<file path="src/rtl/hsi_rx_word_fifo_if.sv">
// Handshake bundle between the HSI tokenizer / AXI register slice and the
// receive word FIFO. The master side drives the strobes and reads status;
// the slave side is the FIFO itself.
interface hsi_rx_word_fifo_if #(
    parameter int DATA_W = 32,
    parameter int ADDR_W = 4
);
    logic              valid_in;
    logic [DATA_W-1:0] data_in;
    logic              rd_en;
    logic              flush;
    logic              clr_ovf;
    logic [DATA_W-1:0] rd_data;
    logic              rd_valid;
    logic [ADDR_W:0]   level;
    logic              empty;
    logic              full;
    logic              irq_level;
    logic              overflow;

    modport master (
        output valid_in, data_in, rd_en, flush, clr_ovf,
        input  rd_data, rd_valid, level, empty, full, irq_level, overflow
    );

    modport slave (
        input  valid_in, data_in, rd_en, flush, clr_ovf,
        output rd_data, rd_valid, level, empty, full, irq_level, overflow
    );
endinterface

</file>
<file path="src/rtl/hsi_rx_word_fifo.sv">
// Receive-side word FIFO behind the HSI tokenizer. One word is captured per
// rising edge of the tokenizer strobe, buffered in a DEPTH-entry memory and
// popped with one cycle of read latency. Level, threshold interrupt and a
// sticky overflow flag are provided as registered status.
module hsi_rx_word_fifo #(
    parameter int DATA_W = 32,
    parameter int DEPTH  = 16,
    parameter int ADDR_W = 4,
    parameter int THRESH = 8
) (
    input logic              clock,
    input logic              reset_n,
    hsi_rx_word_fifo_if.slave bus
);
    localparam logic [ADDR_W:0]   DEPTH_L  = (ADDR_W+1)'(DEPTH);
    localparam logic [ADDR_W:0]   THRESH_L = (ADDR_W+1)'(THRESH);
    localparam logic [ADDR_W:0]   LVL_ONE  = {{ADDR_W{1'b0}}, 1'b1};
    localparam logic [ADDR_W-1:0] PTR_ONE  = {{(ADDR_W-1){1'b0}}, 1'b1};

    logic [DATA_W-1:0] mem [DEPTH];
    logic [ADDR_W-1:0] wr_ptr;
    logic [ADDR_W-1:0] rd_ptr;
    logic [ADDR_W:0]   level_r;
    logic [ADDR_W:0]   level_nxt;
    logic [DATA_W-1:0] rd_data_r;
    logic              rd_valid_r;
    logic              irq_r;
    logic              ovf_r;
    logic              valid_d;

    logic empty_w;
    logic full_w;
    logic push_evt;
    logic pop_ok;
    logic push_ok;
    logic drop;

    assign empty_w  = (level_r == '0);
    assign full_w   = (level_r == DEPTH_L);

    // A held strobe counts once; flush swallows both push and pop in its cycle.
    assign push_evt = bus.valid_in & ~valid_d;
    assign pop_ok   = bus.rd_en & ~empty_w & ~bus.flush;
    assign push_ok  = push_evt & (~full_w | pop_ok) & ~bus.flush;
    assign drop     = push_evt & full_w & ~pop_ok & ~bus.flush;

    // Next fill level; also feeds the registered threshold flag.
    always_comb begin
        level_nxt = level_r;
        if (bus.flush) begin
            level_nxt = '0;
        end else if (push_ok && !pop_ok) begin
            level_nxt = level_r + LVL_ONE;
        end else if (pop_ok && !push_ok) begin
            level_nxt = level_r - LVL_ONE;
        end
    end

    // Strobe history for rising-edge push detection.
    always_ff @(posedge clock or negedge reset_n) begin
        if (!reset_n) valid_d <= 1'b0;
        else          valid_d <= bus.valid_in;
    end

    // Storage array; contents are don't-care after reset or flush.
    always_ff @(posedge clock) begin
        if (push_ok) mem[wr_ptr] <= bus.data_in;
    end

    // Pointers, level and threshold flag.
    always_ff @(posedge clock or negedge reset_n) begin
        if (!reset_n) begin
            wr_ptr  <= '0;
            rd_ptr  <= '0;
            level_r <= '0;
            irq_r   <= 1'b0;
        end else begin
            level_r <= level_nxt;
            irq_r   <= (level_nxt >= THRESH_L);
            if (bus.flush) begin
                wr_ptr <= '0;
                rd_ptr <= '0;
            end else begin
                if (push_ok) wr_ptr <= wr_ptr + PTR_ONE;
                if (pop_ok)  rd_ptr <= rd_ptr + PTR_ONE;
            end
        end
    end

    // Read port: rd_data holds its last value unless a pop happens.
    always_ff @(posedge clock or negedge reset_n) begin
        if (!reset_n) begin
            rd_data_r  <= '0;
            rd_valid_r <= 1'b0;
        end else begin
            rd_valid_r <= pop_ok;
            if (pop_ok) rd_data_r <= mem[rd_ptr];
        end
    end

    // Sticky overflow; a new drop wins over a simultaneous clear.
    always_ff @(posedge clock or negedge reset_n) begin
        if (!reset_n)         ovf_r <= 1'b0;
        else if (drop)        ovf_r <= 1'b1;
        else if (bus.clr_ovf) ovf_r <= 1'b0;
    end

    assign bus.rd_data   = rd_data_r;
    assign bus.rd_valid  = rd_valid_r;
    assign bus.level     = level_r;
    assign bus.empty     = empty_w;
    assign bus.full      = full_w;
    assign bus.irq_level = irq_r;
    assign bus.overflow  = ovf_r;
endmodule

</file>
<file path="src/flat_wrapper.sv">
// flat-port wrapper written by rule: the top's interface ports become plain ports
module hsi_rx_word_fifo_flat 
#(
    parameter int DATA_W = 32,
    parameter int DEPTH  = 16,
    parameter int ADDR_W = 4,
    parameter int THRESH = 8
)
  (clock, reset_n, bus_valid_in, bus_data_in, bus_rd_en, bus_flush, bus_clr_ovf, bus_rd_data, bus_rd_valid, bus_level, bus_empty, bus_full, bus_irq_level, bus_overflow);
  hsi_rx_word_fifo_if #(.DATA_W(DATA_W), .ADDR_W(ADDR_W)) bus_i ();
  input logic clock;
  input logic reset_n;
  input wire logic [$bits(bus_i.valid_in)-1:0] bus_valid_in;
  input wire logic [$bits(bus_i.data_in)-1:0] bus_data_in;
  input wire logic [$bits(bus_i.rd_en)-1:0] bus_rd_en;
  input wire logic [$bits(bus_i.flush)-1:0] bus_flush;
  input wire logic [$bits(bus_i.clr_ovf)-1:0] bus_clr_ovf;
  output wire logic [$bits(bus_i.rd_data)-1:0] bus_rd_data;
  output wire logic [$bits(bus_i.rd_valid)-1:0] bus_rd_valid;
  output wire logic [$bits(bus_i.level)-1:0] bus_level;
  output wire logic [$bits(bus_i.empty)-1:0] bus_empty;
  output wire logic [$bits(bus_i.full)-1:0] bus_full;
  output wire logic [$bits(bus_i.irq_level)-1:0] bus_irq_level;
  output wire logic [$bits(bus_i.overflow)-1:0] bus_overflow;
  assign bus_i.valid_in = bus_valid_in;
  assign bus_i.data_in = bus_data_in;
  assign bus_i.rd_en = bus_rd_en;
  assign bus_i.flush = bus_flush;
  assign bus_i.clr_ovf = bus_clr_ovf;
  assign bus_rd_data = bus_i.rd_data;
  assign bus_rd_valid = bus_i.rd_valid;
  assign bus_level = bus_i.level;
  assign bus_empty = bus_i.empty;
  assign bus_full = bus_i.full;
  assign bus_irq_level = bus_i.irq_level;
  assign bus_overflow = bus_i.overflow;
  hsi_rx_word_fifo #(.DATA_W(DATA_W), .DEPTH(DEPTH), .ADDR_W(ADDR_W), .THRESH(THRESH)) u_core (.clock(clock), .reset_n(reset_n), .bus(bus_i));
endmodule
</file>
<file path="config.mk">
export PLATFORM = sky130hd
export DESIGN_NAME = hsi_rx_word_fifo_flat
export DESIGN_NICKNAME = d
export VERILOG_FILES = /design/src/rtl/hsi_rx_word_fifo_if.sv /design/src/rtl/hsi_rx_word_fifo.sv /design/src/flat_wrapper.sv
export SDC_FILE = /design/constraint.sdc
export NUM_CORES = 1
export LEC_CHECK = 0
export CAP_MARGIN = 20
export CORE_MARGIN = 2
export CORE_UTILIZATION = 35
export DETAILED_ROUTE_END_ITERATION = 10
export RECOVER_POWER = 25
export SLEW_MARGIN = 25
export SYNTH_ARGS = -nofsm -noshare
export SYNTH_HDL_FRONTEND = slang
export SYNTH_SLANG_ARGS = --single-unit
</file>
<file path="constraint.sdc">
create_clock -name clock -period 3.9 [get_ports clock]
set_input_delay 0.39 -clock clock [delete_from_list [all_inputs] [get_ports clock]]
set_output_delay 0.39 -clock clock [all_outputs]
set_load 0.05 [all_outputs]
</file>
==> flow_summary.toml <==
[status]
status = "finished, violations left"
violations = "capacitance limit, slew limit"

[pwr]
power.switching_mw = 4.75
swShare_pct = 29.8
leakage_nw = 7.82
power.share.clock_pct = 32.5
intPower_mw = 11.2
power_density_nw_per_um2 = 618
p_comb_share_pct = 22.4
pwr-share-seq_pct = 45.2
peakVddDrop_mv = 0.385

[worst_setup_path]
required_ps = 3510
cp_data_arrival_time_ps = 3140
path_max_fanout = 26
critPathKind = "register to primary output"
reg2regPathDepth = 7
setup.worst_path.start_class = "register"
timing.rr.end = "u_core.mem[12][24]"
crit_path_end_kind = "primary output"
reg2reg_slack_ps = 900
reg2reg_from = "u_core.bus.level[0]"

[synthesis]
synthTopCellsByArea = "edfxtp_1 (70%), mux4_2 (6.6%), mux2i_1 (5.9%)"
synth-edff-count = 512
yosys.area.top_type = "edfxtp_1"
ys.flop_type = "edfxtp_1"
syn-instance-count = 1179
syn_area_per_cell_um2 = 18.6
syn_nets = 1225
synth-seq-area-share_pct = 75.6
yosysMostFrequentCell = "edfxtp_1"
synth_cell_types = 51
async_flop_share_pct = 8.73
syn_area_um2 = 21900
synth_warnings = 0
yosys.area.top_type_share_pct = 70.1
ys_seq_elements = 561
netlist_top_cells_count = "edfxtp_1 (512), mux2i_1 (130), nor4_1 (86), a22oi_1 (65), mux4_2 (64)"

[route]
drt_wl_total_mm = 51.5
vias = 11400
dr.pass1.iters = 5
via_per_inst = 5.28
postRouteAntennaNets = 0
wl_per_cell_um = 23.9
drcViolationCount = 0
drt_iter0_markers = 890

[die]
initial_core_util_pct = 35.5
die_h_um = 254
die-area_um2 = 64700
core_area_um2 = 61800
rows = 91
io_pins = 80
fp.dieW_um = 254

[hold_path]
hold_path.class = "input port to register"
hold_path_end = "u_core.valid_d"
min_path_cells = 1
hold_path_startpoint = "bus_valid_in"

[cells_and_area]
syn2layout_area_growth_pct = 17.5
diodes = 0
stdcell_area_um2 = 25800
drive_gt1_share_pct = 18.2
final.fill_count = 5376
final_nets = 1322

[sta]
fmax_mhz = 283
finalClockSkew_ps = 12.4
worst_hold_slack_ps = 423
hold_viol = 0
final.setup.tns_ps = 0
setup_slack_ps = 371
slew_headroom_pct = -56.2
worstMarginPinSlew_ps = 2340
maxSlewViolCount = 34
setup_viol = 0
min_period_ps = 3530
fin_crit_sh_pct = 90.5
rsz0062_at_grt = "no"

[clock_network]
root_buffer = "clkbuf_16"
ctsResizeCount = 0
clock_sinks = 561
tritoncts = "built"
htree_levels = 2
clkLatencyLatePin_ps = 580
clock_path_buffers = 3
cts_buffers = 57
path_clk_slew_ps = 60

[place]
place_area_um2 = 24000
gp_congestion = 0.773
dp_hpwl_mm = 31.9
io_buffers = 79
pre_cts_ws_ps = 672

[run]
max_cap_violations = 1

[global_routing]
grt_pass1_vias = 11400
grt_pass1_wl_mm = 75.7
grt_max_degree = 65
grt-ovfl-total = 0
grtUsageTotal_pct = 15.9
grt_antenna_before_repair = 4
==> state kept, by name, indices dropped and copies added (netlist names) <==
signal / count
u_core.rd_ptr: 4
u_core.bus.irq_level: 1
u_core.bus.rd_data: 32
u_core.bus.level: 5
u_core.bus.rd_valid: 1
u_core.bus.overflow: 1
u_core.mem: 512
u_core.wr_ptr: 4
u_core.valid_d: 1
==> critical path, stage by stage (launching register included) <==
cell             delay (ps)
dfrtp_1                 440
inv_1                   130
ha_1                    210
or4b_1                  640
clkinv_4                280
clkdlybuf4s50_1         860
==> how the worst max path moves through the flow <==
stage | start | endpoint | cells after the start
6_report | u_core.bus.level[0] | bus_empty | 5
2_1_floorplan | u_core.bus.level[0] | u_core.mem[12][0] | 6
4_1_cts | u_core.bus.level[0] | bus_empty | 5
3_5_place_dp | bus_valid_in | u_core.mem[15][20] | 6
5_1_grt | u_core.bus.level[0] | bus_empty | 5
3_3_place_gp | bus_valid_in | u_core.mem[14][12] | 6
==> per-stage QoR <==
stage	total power [mW]	util, %	instances
3_3_place_gp	10.9	38.8	2053
6_report	15.9	41.7	2158
2_1_floorplan	9.78	-	1179
3_5_place_dp	10.9	38.8	2053
4_1_cts	16.1	41.7	2158
5_1_grt	16.6	41.7	2158
==> cells in the final DEF, fill, tap and decap left out, types with 12 or more instances in the layout <==
cell,instances
nor2_1,44
mux2i_1,130
buf_4,28
nor4_1,86
clkbuf_16,57
a22oi_1,65
a21oi_1,37
nor2_4,14
edfxtp_1,512
clkdlybuf4s50_1,59
mux4_2,64
dlygate4sd3_1,20
nor4_2,12
clkinv_2,22
dfrtp_1,47
==> routing by layer <==
metal	GRT usage, %	wire length, µm
met1	23.8	24100
met2	24.1	23400
met3	2.75	3060
met4	4.03	911
met5	0	24
==> area by class of cell <==
type	count	area [µm²]	share of cell area [%]
Tap cell	837	1050	4.06
Clock buffer	76	1590	6.16
Clock inverter	28	194	0.752
Sequential cell	561	16600	64.4
Timing Repair Buffer	119	1220	4.75
Inverter	11	46.3	0.180
Multi-Input combinational cell	526	5070	19.7
==> power groups by stage <==
stage               clock [mW]  combinational (mW)  sequential, mW
floorplan                    0                2.11            7.67
global placement             0                3.58            7.33
detailed placement           0                3.61            7.33
CTS                       5.30                3.62            7.21
global route              5.53                3.79            7.24
finish                    5.18                3.56            7.20
==> kinds of logic after synthesis <==
| logic type | Yosys count | synth area share, % |
|---|---|---|
| compound gates | 117 | 3.71 |
| xor+xnor | 7 | 0.279 |
| fa+ha+maj | 8 | 0.456 |
| buf+inv | 92 | 2.03 |
| flops | 561 | 75.6 |
| mux | 195 | 12.5 |
| simple gates | 199 | 5.33 |
==> timing repair <==
| item | 4_1_cts | 5_1_grt |
|---|---|---|
| hold buffers | 1 | 0 |
| setup buffers | 0 | 0 |
| endpoints found under the hold margin | 32 | 0 |
Power figures use the tool's default switching activity.
